$ cat src/rtl/fifo_write_arbiter.sv
`default_nettype none
// ============================================================================
//  Module   : fifo_write_arbiter
//  Purpose  : Shares the single write port of a byte FIFO between two
//             producers that present words as one-cycle strobes. Each
//             producer owns a one-word holding slot. A round-robin arbiter
//             drains the slots into the FIFO only while the FIFO is not
//             full. Words that arrive while a slot is still occupied are
//             dropped and counted in a per-producer saturating counter.
//  Ports    : clk_i, reset_i          clock, synchronous active-high reset
//             stb0_i/data0_i          producer 0 strobe and word
//             stb1_i/data1_i          producer 1 strobe and word
//             clr_drops_i             clear both drop counters
//             fifo_full_i             FIFO full flag
//             fifo_write_o/_wdata_o   FIFO write strobe and data
//             pend0_o/pend1_o         slot occupied flags
//             drop0_o/drop1_o         dropped-word counters
//  Revision : 1.0  initial release
// ============================================================================
module fifo_write_arbiter #(
    parameter int WORD_BITS = 8,
    parameter int CNT_BITS  = 8
) (
    input  logic                 clk_i,
    input  logic                 reset_i,
    input  logic                 stb0_i,
    input  logic [WORD_BITS-1:0] data0_i,
    input  logic                 stb1_i,
    input  logic [WORD_BITS-1:0] data1_i,
    input  logic                 clr_drops_i,
    input  logic                 fifo_full_i,
    output logic                 fifo_write_o,
    output logic [WORD_BITS-1:0] fifo_wdata_o,
    output logic                 pend0_o,
    output logic                 pend1_o,
    output logic [CNT_BITS-1:0]  drop0_o,
    output logic [CNT_BITS-1:0]  drop1_o
);

    localparam logic [CNT_BITS-1:0] C_CNT_ONE = {{(CNT_BITS-1){1'b0}}, 1'b1};

    // Per-producer views gathered from the generate blocks below
    logic [1:0]           w_stb;
    logic [WORD_BITS-1:0] w_in_data   [2];
    logic [1:0]           w_valid;
    logic [WORD_BITS-1:0] w_slot_data [2];
    logic [CNT_BITS-1:0]  w_drop      [2];
    logic [1:0]           w_drain;

    logic last_grant_q;
    logic last_grant_d;
    logic w_grant;
    logic w_write;

    assign w_stb        = {stb1_i, stb0_i};
    assign w_in_data[0] = data0_i;
    assign w_in_data[1] = data1_i;

    // Round-robin grant: with both slots pending, the producer that was not
    // written last wins; otherwise whichever slot is pending. With no slot
    // pending the value is irrelevant because no write is issued.
    always_comb begin
        w_grant = w_valid[1];
        if (w_valid == 2'b11) begin
            w_grant = ~last_grant_q;
        end
    end

    // Reset gates the write so a held word is discarded rather than issued
    // in the reset cycle.
    assign w_write      = (|w_valid) & ~fifo_full_i & ~reset_i;
    assign fifo_write_o = w_write;
    assign fifo_wdata_o = w_write ? w_slot_data[w_grant] : {WORD_BITS{1'b0}};

    assign last_grant_d = w_write ? w_grant : last_grant_q;

    always_ff @(posedge clk_i) begin
        if (reset_i) begin
            last_grant_q <= 1'b1;   // producer 0 wins the first contention
        end else begin
            last_grant_q <= last_grant_d;
        end
    end

    genvar n;
    generate
        for (n = 0; n < 2; n++) begin : g_prod
            logic                 valid_q;
            logic                 valid_d;
            logic [WORD_BITS-1:0] data_q;
            logic [WORD_BITS-1:0] data_d;
            logic [CNT_BITS-1:0]  drop_q;
            logic [CNT_BITS-1:0]  drop_d;

            assign w_drain[n] = w_write & (w_grant == 1'(n));

            always_comb begin
                valid_d = valid_q;
                data_d  = data_q;
                drop_d  = drop_q;
                // A slot draining this cycle can accept a new word on the
                // same edge, which is what lets back-to-back traffic avoid
                // drops.
                if (w_stb[n] && (!valid_q || w_drain[n])) begin
                    valid_d = 1'b1;
                    data_d  = w_in_data[n];
                end else begin
                    if (w_drain[n]) begin
                        valid_d = 1'b0;
                    end
                    if (w_stb[n] && (drop_q != {CNT_BITS{1'b1}})) begin
                        drop_d = drop_q + C_CNT_ONE;
                    end
                end
                if (clr_drops_i) begin
                    drop_d = {CNT_BITS{1'b0}};
                end
            end

            always_ff @(posedge clk_i) begin
                if (reset_i) begin
                    valid_q <= 1'b0;
                    data_q  <= {WORD_BITS{1'b0}};
                    drop_q  <= {CNT_BITS{1'b0}};
                end else begin
                    valid_q <= valid_d;
                    data_q  <= data_d;
                    drop_q  <= drop_d;
                end
            end

            assign w_valid[n]     = valid_q;
            assign w_slot_data[n] = data_q;
            assign w_drop[n]      = drop_q;
        end
    endgenerate

    // Status outputs read as zero while reset is held
    assign pend0_o = w_valid[0] & ~reset_i;
    assign pend1_o = w_valid[1] & ~reset_i;
    assign drop0_o = reset_i ? {CNT_BITS{1'b0}} : w_drop[0];
    assign drop1_o = reset_i ? {CNT_BITS{1'b0}} : w_drop[1];

endmodule
`default_nettype wire

$ cat config.mk
export PLATFORM = sky130hd
export DESIGN_NAME = fifo_write_arbiter
export DESIGN_NICKNAME = d
export VERILOG_FILES = /design/src/rtl/fifo_write_arbiter.sv
export SDC_FILE = /design/constraint.sdc
export NUM_CORES = 1
export LEC_CHECK = 0
export CAP_MARGIN = 15
export CORE_MARGIN = 3
export CORE_UTILIZATION = 48
export DETAILED_ROUTE_END_ITERATION = 12
export GPL_ROUTABILITY_DRIVEN = 0
export HOLD_SLACK_MARGIN = 0.03
export PLACE_DENSITY = 0.86
export RECOVER_POWER = 25
export SKIP_CTS_REPAIR_TIMING = 1
export SYNTH_ARGS = -nofsm -noshare
export SYNTH_HDL_FRONTEND = slang
export SYNTH_SLANG_ARGS = --single-unit
$ cat constraint.sdc
create_clock -name clk_i -period 1.7 [get_ports clk_i]
set_input_delay 0.425 -clock clk_i [delete_from_list [all_inputs] [get_ports clk_i]]
set_output_delay 0.425 -clock clk_i [all_outputs]
set_load 0.05 [all_outputs]
==> results.py <==
metrics = {
    "timing": {
        "report.final.hold_viol_count": 0,
        "finClkSkew_ns": 0.006913,
        "slew_viol_final": 0,
        "rsz0062_at_grt": "true",
        "tightest_slew_ns": 0.6545,
        "fin_crit_ns": 2.084,
        "fin_ws_ns": -0.3842,
        "setup_viol": 19,
        "fmax_mhz": 479.8,
        "finalCritPeriodShare_pct": 122.6,
        "fin_tns_setup_ns": -4.022,
        "slew-limit-headroom_pct": 56.37,
    },
    "clock_tree": {
        "clk_pin_slew_worst_paths_ns": 0.07,
        "cts.sinks": 35,
        "cts.path.max_buffers": 2,
        "cts_buffers": 5,
        "cts_tree": "yes",
        "htree_levels": 2,
        "cts-root-buf": "clkbuf_8",
        "clkLatencyLatePin_ns": 0.30,
    },
    "synthesis": {
        "synth_area_sq_mm": 0.001784,
        "seq_area_frac_synth_pct": 39.27,
        "yosysUniqueCellTypes": 44,
        "synth-edff-count": 0,
        "syn-num-nets": 234,
        "syn_inst": 210,
        "synth_largest_area_cell": "dfxtp_1",
        "yosysWarnings": 0,
        "synthFlopType": "dfxtp_1",
        "ys_seq_elements": 35,
        "async_flop_share_pct": 0,
        "syn_area_per_cell_sq_um": 8.496,
        "synth.top_cell.area_share_pct": 39.27,
        "synth_area_leaders": "dfxtp_1, a21oi_1, nor2b_1",
    },
    "setup_path": {
        "cpMostUsedCell": "buf_12",
        "crit_type": "register to primary output",
        "reg2reg_slack_ns": -0.14,
        "cp_data_arrival_time_ns": 1.66,
        "crit_chain": "and2b_2, nor3b_4, buf_12, a22o_4, buf_12",
        "path_delay_family": "simple AND/OR/NAND/NOR gates",
        "max_stage_delay_ns": 0.35,
        "cp.buffers_inverters": 2,
        "critPathCaptureType": "primary output",
        "critical_path_peak_fanout": 7,
        "reg2reg_depth": 6,
        "rr_startpoint": "last_grant_q",
        "reg2reg_to": "g_prod[1].drop_q[3]",
        "worstPathRequired_ns": 1.27,
        "critPathSlowestCell": "dfxtp_2",
        "start_kind": "register",
    },
    "die": {
        "rows": 21,
        "coreArea_sq_mm": 0.003468,
        "start_util_pct": 51.44,
        "die_h_microns": 66.97,
        "pin_count": 49,
        "die-area_sq_mm": 0.004485,
        "die_x_microns": 66.97,
    },
    "global_routing": {
        "grt_max_degree": 15,
        "grt_pass1_vias": 1916,
        "grt_pass1_wl_mm": 8.976,
        "grt_usage_pct": 27.28,
        "grt_remaining_overflow": 0,
        "antenna_found_initial": 0,
    },
    "final_layout": {
        "final_common_cell": "dfxtp_1",
        "final_cells": 330,
        "final_nets": 308,
        "syn_to_final_growth_pct": 73.77,
        "antenna_cells": 0,
        "most-common-layout-cells": "dfxtp_1, buf_12, buf_4",
        "drive_gt1_share_pct": 39.08,
    },
    "route": {
        "first_iter_violations": 268,
        "drtAntennaViolNets": 0,
        "vias": 2145,
        "routed_via_density": 6.500,
        "routed_wl_mm": 7.296,
        "routedWlPerCell_microns": 22.11,
        "drc": 0,
        "drt-pass1-iter-count": 5,
    },
    "power_and_ir_drop": {
        "p_total_mw": 1.854,
        "leakage_nw": 1.208,
        "vdd_drop_max_uv": 561.9,
        "power_density_mw_per_mm2": 598.1,
    },
    "outcome": {
        "violations": "setup timing",
        "status": "complete, but fails checks",
    },
    "place": {
        "dp_hpwl_mm": 4.164,
        "port_buffers": 48,
        "dp_cells": 317,
    },
    "hold_path": {
        "holdPathStages": 2,
        "hp-start": "g_prod[0].drop_q[6]",
        "hold_class": "register to register",
        "hold_end": "g_prod[0].drop_q[6]",
    },
    "flow_run": {
        "max_cap_viol_count": 0,
    },
}
==> worst reg2reg max path: stages, from the launching register on <==
cell and delay, ns:
dfxtp_2 0.35, buf_4 0.11, buf_6 0.09, a211o_1 0.25, nand3_4 0.17, or4_1 0.56, a21oi_1 0.22
==> worst max-delay path by stage <==
stage,cells after the start,end,slack (ns),from
after floorplan,3,drop0_o[3],-0.25,reset_i
after global placement,5,fifo_wdata_o[1],-0.65,reset_i
after detailed placement,5,fifo_wdata_o[7],-0.68,reset_i
after CTS,5,fifo_wdata_o[7],-0.69,reset_i
after global routing,5,fifo_wdata_o[2],-0.43,last_grant_q
final,5,fifo_wdata_o[5],-0.38,last_grant_q
==> kinds of logic after synthesis <==
family / share of synthesized area [%]
flops: 39.27
buf+inv: 3.927
fa+ha+maj: 1.402
mux: 5.049
compound gates: 22.58
simple gates: 27.77
==> layer usage <==
layer / wire [microns] / track usage, % / share of wire, %
met5: 0 / 0 / 0
met4: 323 / 14.18 / 4.4
met3: 513 / 9.444 / 7.0
met2: 3659 / 45.54 / 50
met1: 2799 / 30.34 / 38
==> metrics by stage <==
stage	util [%]	cell area, sq um	setup WS, ns	hold slack (ns)
3_3_place_gp	81.57	2829	-0.6499	0.4701
6_report	89.39	3100	-0.3842	0.5004
2_1_floorplan	-	1881	-0.2506	0.4517
5_1_grt	89.39	3100	-0.4278	0.5252
3_5_place_dp	81.57	2829	-0.6846	0.4828
4_1_cts	84.09	2917	-0.6866	0.4924
==> synth_stat cells, types with 5 or more instances <==
cell and instances:
a21oi_1 23, a22o_1 8, clkbuf_1 6, dfxtp_1 35, inv_1 5, mux2i_1 9, nand2_1 7, nand3_1 16
nor2_1 16, nor2b_1 17, o21ai_0 13, or4_1 7
==> flip-flops by register name (all words and copies together), names as in the netlist <==
name	cells
g_prod.data_q	16
g_prod.drop_q	16
g_prod.valid_q	2
last_grant_q	1
==> power breakdown <==
part	switching, mW	internal [mW]	leakage (nW)	total [mW]
Clock	0.307	0.318	0.0470	0.625
Combinational	0.176	0.173	0.875	0.350
Sequential	0.0300	0.850	0.286	0.880
Total	0.513	1.34	1.21	1.85
==> layout make-up <==
cell class                 count  area, sq um
inverter                       5        18.77
clock buffer                   6        82.58
timing repair buffer          78        994.7
clock inverter                 1        5.005
tap                           46        57.56
multi-input combinational    159         1234
fill                         146        367.9
sequential                    35        708.2
No activity file was read; power rests on OpenSTA's default activity.
